**src/rtl/playfield_loader.sv**
```systemverilog
// Playfield maze loader: assembles 32-bit rows from a byte stream into a
// double-buffered row RAM and serves tile pixels to the renderer from the front half.
`timescale 1ns/1ps

module playfield_loader #(
  parameter int ROWS     = 28,
  parameter int COLS     = 32,
  parameter int Y_OFFSET = 2
) (
  input  logic       clk,
  input  logic       reset_n,
  input  logic       start,
  input  logic [7:0] in_data,
  input  logic       in_valid,
  output logic       in_ready,
  input  logic       vsync,
  input  logic [8:0] hpos,
  input  logic [8:0] vpos,
  output logic       busy,
  output logic       swapped,
  output logic       have_frame,
  output logic       playfield_gfx
);

  typedef enum logic [1:0] {IDLE, LOAD, PEND} state_t;

  localparam logic [4:0] LAST_ROW = 5'(ROWS - 1);

  // Both buffers share one array; the MSB of the address selects the half.
  logic [COLS-1:0] ram [0:63];

  state_t      state;
  logic        front_sel;
  logic        vsync_d;
  logic [1:0]  byte_cnt;
  logic [4:0]  row_cnt;
  logic [23:0] shift;

  logic            accept;
  logic            wr_en;
  logic            vsync_rise;
  logic [4:0]      tile_x;
  logic [4:0]      tile_y;
  logic            y_ok;
  logic [COLS-1:0] rd_row;
  logic            unused_pos;

  assign accept     = in_valid & in_ready;
  assign wr_en      = accept & (byte_cnt == 2'd3);
  assign vsync_rise = vsync & ~vsync_d;
  assign tile_x     = hpos[7:3];
  assign tile_y     = vpos[7:3] - 5'(Y_OFFSET);
  assign y_ok       = {1'b0, tile_y} < 6'(ROWS);
  assign rd_row     = ram[{front_sel, tile_y}];
  assign unused_pos = ^{hpos[8], hpos[2:0], vpos[8], vpos[2:0]};

  // NOTE: the row RAM has no reset; stale rows are masked by have_frame and
  // every row of the back buffer is rewritten before it can become the front.
  always_ff @(posedge clk) begin
    if (wr_en) ram[{~front_sel, row_cnt}] <= {shift, in_data};
  end

  // NOTE: all state below uses non-blocking assignments so every register
  // samples pre-edge values, e.g. vsync_d and the rise detect stay one cycle apart.
  always_ff @(posedge clk or negedge reset_n) begin
    if (!reset_n) begin
      state         <= IDLE;
      in_ready      <= 1'b0;
      busy          <= 1'b0;
      swapped       <= 1'b0;
      have_frame    <= 1'b0;
      playfield_gfx <= 1'b0;
      front_sel     <= 1'b0;
      vsync_d       <= 1'b0;
      byte_cnt      <= 2'd0;
      row_cnt       <= 5'd0;
      shift         <= 24'd0;
    end else begin
      vsync_d       <= vsync;
      swapped       <= 1'b0;
      playfield_gfx <= have_frame & y_ok & rd_row[tile_x];

      case (state)
        IDLE: begin
          if (start) begin
            state    <= LOAD;
            in_ready <= 1'b1;
            busy     <= 1'b1;
            byte_cnt <= 2'd0;
            row_cnt  <= 5'd0;
          end
        end
        LOAD: begin
          if (accept) begin
            shift    <= {shift[15:0], in_data};
            byte_cnt <= byte_cnt + 2'd1;
            if (byte_cnt == 2'd3) begin
              row_cnt <= row_cnt + 5'd1;
              if (row_cnt == LAST_ROW) begin
                state    <= PEND;
                in_ready <= 1'b0;
              end
            end
          end
        end
        PEND: begin
          // The rise that coincides with the final byte was already consumed
          // by vsync_d, so only a later rise can swap.
          if (vsync_rise) begin
            front_sel  <= ~front_sel;
            swapped    <= 1'b1;
            have_frame <= 1'b1;
            busy       <= 1'b0;
            state      <= IDLE;
          end
        end
        default: begin
          state    <= IDLE;
          in_ready <= 1'b0;
          busy     <= 1'b0;
        end
      endcase
    end
  end

endmodule

```
**config.mk**
```make
export PLATFORM = sky130hd
export DESIGN_NAME = playfield_loader
export DESIGN_NICKNAME = d
export VERILOG_FILES = /design/src/rtl/playfield_loader.sv
export SDC_FILE = /design/constraint.sdc
export NUM_CORES = 2
export LEC_CHECK = 0
export BUFFER_PORTS_ARGS = -buffer_cell sky130_fd_sc_hd__buf_2
export CORE_AREA = 10 10 395 397
export CTS_BUF_LIST = sky130_fd_sc_hd__clkbuf_4 sky130_fd_sc_hd__clkbuf_8
export DETAILED_ROUTE_END_ITERATION = 8
export DIE_AREA = 0 0 405 407
export PLACE_DENSITY = 0.79
export SLEW_MARGIN = 5
export SYNTH_ARGS = -nofsm -noshare
export SYNTH_HDL_FRONTEND = slang
export SYNTH_SLANG_ARGS = --single-unit
```
**constraint.sdc**
```tcl
create_clock -name clk -period 2.9 [get_ports clk]
set_input_delay 0 -clock clk [delete_from_list [all_inputs] [get_ports clk]]
set_output_delay 0 -clock clk [all_outputs]
set_load 0.005 [all_outputs]
```
Yosys cells after proc, flatten, opt, wreduce, memory -nomap -nowiden
Memory sizes are Yosys's and may differ from the RTL's.
Index checks and enable logic that the tools add are counted.
Operators by class
  $add $sub $neg: 3
  multipliers: 0
  divide/modulo/power cells: 0
  order comparisons: 2
  equality and inequality tests: 9
  shift-type cells: 0
  mux-type cells: 26
  bitwise operators: 9
  reduce and logical (&&, ||, !) cells: 9
Operators by type and width (number)
  $mux 5: 3
  $mux 2: 7
  $mux 1: 10
  $ne 2x2->1 const B: 5
  $pmux 5 s2: 1
  $reduce_and 5->1: 2
  $lt 5x6->1 const B: 1
  $pmux 1 s3: 2
  $pmux 2 s3: 1
  $reduce_and 3->1: 2
  $add 5x1->5 const B: 1
  $and 1x1->1: 5
  $bmux 1 s5: 1
  $eq 5x5->1 const B: 1
  $lt 5x5->1 const B: 1
  $sub 5x2->5 const B: 1
  $eq 2x2->1 const B: 2
  $not 1->1: 4
  $pmux 2 s2: 1
  $reduce_and 2->1: 2
  $reduce_and 4->1: 1
  $add 2x1->2 const B: 1
  $eq 2x1->1 const B: 1
  $logic_not 2->1: 1
  $reduce_bool 2->1: 1
Storage, ports and cells
  flip-flop bits (word level): 40
  bits in latches: 0
  memory bits (writable): 2048
  bits in read-only memories: 0
  input port bits: 31
  output and inout bits: 5
  logic and storage cells: 70
  memories: 1
Memories
  ram: words 64, width 32, read ports 1, clocked after memory_dff 0, write ports 1, RTL line 30  | logic [COLS-1:0] ram [0:63];

Logic depth before layout (Yosys ltp)
  depth after elaboration: 5
  depth in mapped cells: 20
  mapped depth without buffers: 11

Worst setup path before layout
OpenSTA, ideal clock, no wires.
  path kind: in2reg
  from: input vpos[4]
  to: register playfield_gfx
  library setup time: 136 ps
  data arrival time: 3381 ps
  required time: 2764 ps
  path slack: -616 ps
  cell stages on the path: 17
  buffers on the path: 7
  path through: buf_4 -> clkinv_1 -> buf_2 -> buf_2 -> clkbuf_1 -> ha_1 -> buf_4 -> buf_2 -> clkbuf_1 -> mux4_2 -> o22ai_1 -> nor4_1 -> nor4_1 -> nor3_1 -> o2111a_1 -> nor4_1 -> nor4b_2
On the way
  cells in the longest elaborated chain, start to end: 5
  elaborated cells on any way between the ends: 7
  classes of those cells: add/sub: 1; order compare: 1; mux: 2; bitwise: 2; memory: 1
RTL lines
  start, declared: RTL line 18  | input logic [8:0] vpos,
  $sub 5x2->5 (*): RTL line 52  | assign tile_y = vpos[7:3] - 5'(Y_OFFSET);
  $mem_v2 64x32
  $bmux 1 s5: RTL line 81  | playfield_gfx <= have_frame & y_ok & rd_row[tile_x];
  $mux 1 (not written as such): RTL line 81
  $and 1x1->1 (*): RTL line 81
  end signal, assigned: RTL line 81
  end, declared: RTL line 22  | output logic playfield_gfx
Every way passes the cells marked *; elsewhere a longest branch is shown, timed or not. The select of a mux whose other input is x is not followed.
A chain may end at the register's enable or synchronous reset.

Worst setup path after layout
  from: register front_sel
  to: register playfield_gfx
On the way
  cells in the longest elaborated chain, start to end: 4
RTL lines
  start, declared: RTL line 33  | logic front_sel;
  start signal, assigned: RTL line 110  | front_sel <= ~front_sel;
  $mem_v2 64x32
  $bmux 1 s5: RTL line 81
  $mux 1 (not written as such): RTL line 81
  $and 1x1->1: RTL line 81
Every way passes these cells. The select of a mux whose other input is x is not followed.

==> Flow_metrics.wiki <==
{| class="wikitable"
! Metric !! Value
|-
| Power spent charging and discharging nets || 16700 uW
|-
| Fin nets || 4229
|-
| Highest Clock Rate || 337 MHz
|-
| Critical-path maximum fanout || 10
|-
| Power density of the placed cells || 729 nW/um^2
|-
| Initial standard-cell utilization of the core || 54.8%
|-
| Post-CTS clock slew at the launch and capture registers of the worst setup and hold paths || 0.08 ns
|-
| Post-route setup TNS || -0.0671 ns
|-
| Final period util || 102%
|-
| Post-route ant nets || 0
|-
| Number of synthesized flops with an enable pin || 2048
|-
| Violated checks || negative setup slack
|-
| Area growth from synthesis to layout || 15.5%
|-
| Seq pwr share || 57.6%
|-
| Slew at the pin with the worst max-slew slack || 1.32 ns
|-
| Register bit count reported by yosys || 2088
|-
| Wire length of the first global-routing pass || 303 mm
|-
| Leading cell types by total area after synthesis || sky130_fd_sc_hd__edfxtp_1, sky130_fd_sc_hd__mux4_2, sky130_fd_sc_hd__nand2_1, sky130_fd_sc_hd__dfrtp_1, sky130_fd_sc_hd__mux4_1
|-
| Wire per inst || 32.8 um
|-
| Insertion delay of the later-clocked pin in the worst-skew pair || 1.04 ns
|-
| Yosys warnings || 0
|-
| Vias in the first global route || 43100
|-
| Initial detailed-routing violation count || 6627
|-
| Standby leakage power || 0.0303 uW
|-
| Total global routing overflow || 0
|-
| Peak supply drop || 0.719 mV
|-
| Worst hold margin || 0.0598 ns
|-
| Row count || 141
|-
| Number of violations of the max-capacitance limit || 0
|-
| Detailed-route wire length on metal 1 || 72.6 mm
|-
| Ys async rst share || 1.92%
|-
| Clock root cell || sky130_fd_sc_hd__clkbuf_8
|-
| Placed cell count || 5769
|-
| Crit end category || register
|-
| Full die area || 165000 um^2
|-
| Unrepaired setup endpoints after global routing || true
|-
| Met3 routed wirelength || 29.9 mm
|-
| Iteration count of the initial detailed-routing pass || 6
|-
| Max-slew violations || 0
|-
| Initial antenna violation count || 8
|-
| Number of H-tree branching levels || 5
|-
| Worst Hold Class || in2async
|-
| RePlAce Congestion || 0.935
|-
| Routed wire length || 209 mm
|-
| Post-CTS Repair Setup Buffers || 0
|-
| Syn Std Cell Area || 80800 um^2
|-
| Per-instance average area after synthesis || 22.3 um^2
|-
| Top cell type's share of synthesized area || 76.1%
|-
| Core Footprint || 147000 um^2
|-
| Setup slack of the worst register-to-register path || -0.07 ns
|-
| Run status || finished with violations
|-
| Top routing layer used || met5
|-
| Max-slew headroom at the worst pin || 12.2%
|-
| Distinct cell type count after synthesis || 71
|-
| Crit path required time || 3.83 ns
|-
| Layout cells sized above 1 || 34.7%
|-
| Estimated wirelength of the detail-placed design || 119 mm
|-
| Critical Setup Path Class || reg2reg
|-
| Chip width || 405 um
|-
| Clock power share || 35.3%
|-
| CTS tree || done
|-
| Post-route DRC || 0
|-
| Fill count || 9208
|-
| Number of setup violations in the final report || 1
|-
| Endpoint arrival time on the critical path || 3.89 ns
|-
| Tmin final || 2.97 ns
|-
| Comb pwr share || 7.1%
|-
| Kind of launch point of the worst setup path || register
|-
| Worst setup skew after layout || 0.0848 ns
|-
| Metal2 WL || 97.5 mm
|-
| Predominant post-synthesis flop cell || sky130_fd_sc_hd__edfxtp_1
|-
| Number of buffers on the longest clock path || 4
|-
| Setup slack of the critical path after layout || -0.0671 ns
|-
| Quantity of I/O buffers inserted on ports || 27
|-
| Clock tree sinks || 2088
|-
| Pin count of the biggest net entering global routing || 68
|-
| Internal power contribution || 51300 uW
|-
| Sequential-to-total area share from yosys stat || 77.4%
|-
| Hold violation count in the final report || 0
|-
| Via density per instance || 6.66
|-
| Total clock buffers created by CTS || 330
|-
| Dominant cell type by area after synthesis || sky130_fd_sc_hd__edfxtp_1
|-
| Global-route usage over all layers || 25.6%
|-
| Final Non-Filler Cells || 6367
|-
| Count of pins on the block boundary || 36
|-
| Share of total power consumed by net switching || 24.5%
|-
| Total vias in the final route || 42400
|-
| Vertical die dimension || 407 um
|-
| Nets in the synthesized netlist || 3663
|-
| Gate count of the mapped netlist || 3629
|}
## layer usage
metal,up-vias,global-route usage (%)
met4,4,10.3
met5,-,0
met3,556,7.69
met2,3550,38.8
met1,21800,35.0
li1,16500,-
## area by class of cell
type / count / area [um^2] / share of cell area [%]
tap: 1930 / 2410 / 2.59
inverter: 11 / 47.5 / 0.0509
sequential: 2088 / 62500 / 67.0
antenna: 4 / 10.0 / 0.0107
clock inverter: 113 / 666 / 0.713
clock buffer: 457 / 5600 / 6.00
timing repair buffer: 425 / 4560 / 4.89
multi-input combinational: 1339 / 17500 / 18.7
## cell families after synthesis
group | Yosys count | synth area share, %
DFF | 2088 | 77.4
muxes | 624 | 16.4
xor gates and xnor gates | 6 | 0.0976
adders and majority gates | 3 | 0.0465
buffers and inverters | 202 | 1.73
AOI/OAI and AO/OA | 150 | 1.43
and+or+nand+nor | 556 | 2.98
## power by group through the flow
| stage | Clock (uW) | Sequential [uW] | Combinational, uW |
|---|---|---|---|
| 2_1_floorplan | 0 | 38400 | 2500 |
| 3_3_place_gp | 0 | 39400 | 4600 |
| 4_1_cts | 24200 | 39000 | 4780 |
| 5_1_grt | 25600 | 39300 | 5070 |
| 3_5_place_dp | 0 | 39700 | 4710 |
| 6_report | 24000 | 39200 | 4860 |
## through the flow
| step | cell area [um^2] | power (uW) | setup slack (ns) | utilization, % |
|---|---|---|---|---|
| 3_3_place_gp | 86800 | 44000 | -0.483 | 58.8 |
| 4_1_cts | 93300 | 68000 | -0.0852 | 63.2 |
| 5_1_grt | 93300 | 70000 | -0.0588 | 63.3 |
| 6_report | 93300 | 68000 | -0.0671 | 63.3 |
| 3_5_place_dp | 86800 | 44400 | -0.503 | 58.8 |
| 2_1_floorplan | 81000 | 40900 | -0.243 | - |
## synth_stat cells (all sizes together), types with 8 or more instances
cell	count
edfxtp	2048
mux2i	74
a311oi	8
and3	9
nor2b	8
nor2	87
a31oi	11
a32oi	46
nand2	324
buf	148
dfrtp	40
nand3	58
nand4	27
o21ai	15
nor3	13
mux4	548
clkbuf	42
inv	9
a21oi	23
## registers in the layout (all words and copies together), names as in the netlist
register       cells
state              2
vsync_d            1
byte_cnt           2
in_ready           1
playfield_gfx      1
shift             24
have_frame         1
swapped            1
ram             2048
row_cnt            5
busy               1
front_sel          1
## what timing repair did
action / CTS / global route
gates resized for setup: 5 / 4
hold buffers: 22 / 2
pin swaps: 3 / 2
setup endpoints to repair: 1 / 1
endpoints found under the hold margin: 597 / 1
## cell usage in the layout (no fill, tap or decap), drive strengths merged, types with 4 or more instances in the layout
cell         instances
nor3                13
edfxtp            2048
inv                  9
or3                  6
nand2b               4
a32o                 4
dfrtp               40
o21ai               15
o2111ai              4
mux4               548
a311oi               8
o22ai                7
diode                4
clkinv             105
nand3               58
a32oi               46
nor2                87
dlygate4sd3         23
nand4               27
clkbuf             457
nor2b                8
mux2i               74
nor4                 7
buf                402
nand2              324
a21oi               23
and3                 9
bufinv               7
o211ai               4
a31oi               11
## final timing paths
| check | start | to | cells past startpoint |
|---|---|---|---|
| hold / removal | reset_n | vsync_d | 4 |
| setup reg to reg | front_sel | playfield_gfx | 11 |
| hold reg to reg | byte_cnt[0] | byte_cnt[0] | 1 |
| setup / recovery | front_sel | playfield_gfx | 11 |
| min in group clk | in_valid | row_cnt[0] | 5 |
| max in group asynchronous | reset_n | shift[11] | 4 |
## worst max-delay path: stages, from the launching register on
cell,delay (ns)
sky130_fd_sc_hd__dfrtp_1,0.43
sky130_fd_sc_hd__buf_4,0.27
sky130_fd_sc_hd__and2b_1,0.31
sky130_fd_sc_hd__nand2_1,0.16
sky130_fd_sc_hd__a31oi_2,0.25
sky130_fd_sc_hd__nand3_1,0.24
sky130_fd_sc_hd__nand4_1,0.28
sky130_fd_sc_hd__nor4_2,0.07
sky130_fd_sc_hd__a311oi_2,0.33
sky130_fd_sc_hd__nor4_4,0.07
sky130_fd_sc_hd__buf_4,0.17
sky130_fd_sc_hd__nor4b_2,0.26
Power figures use the tool's default switching activity.
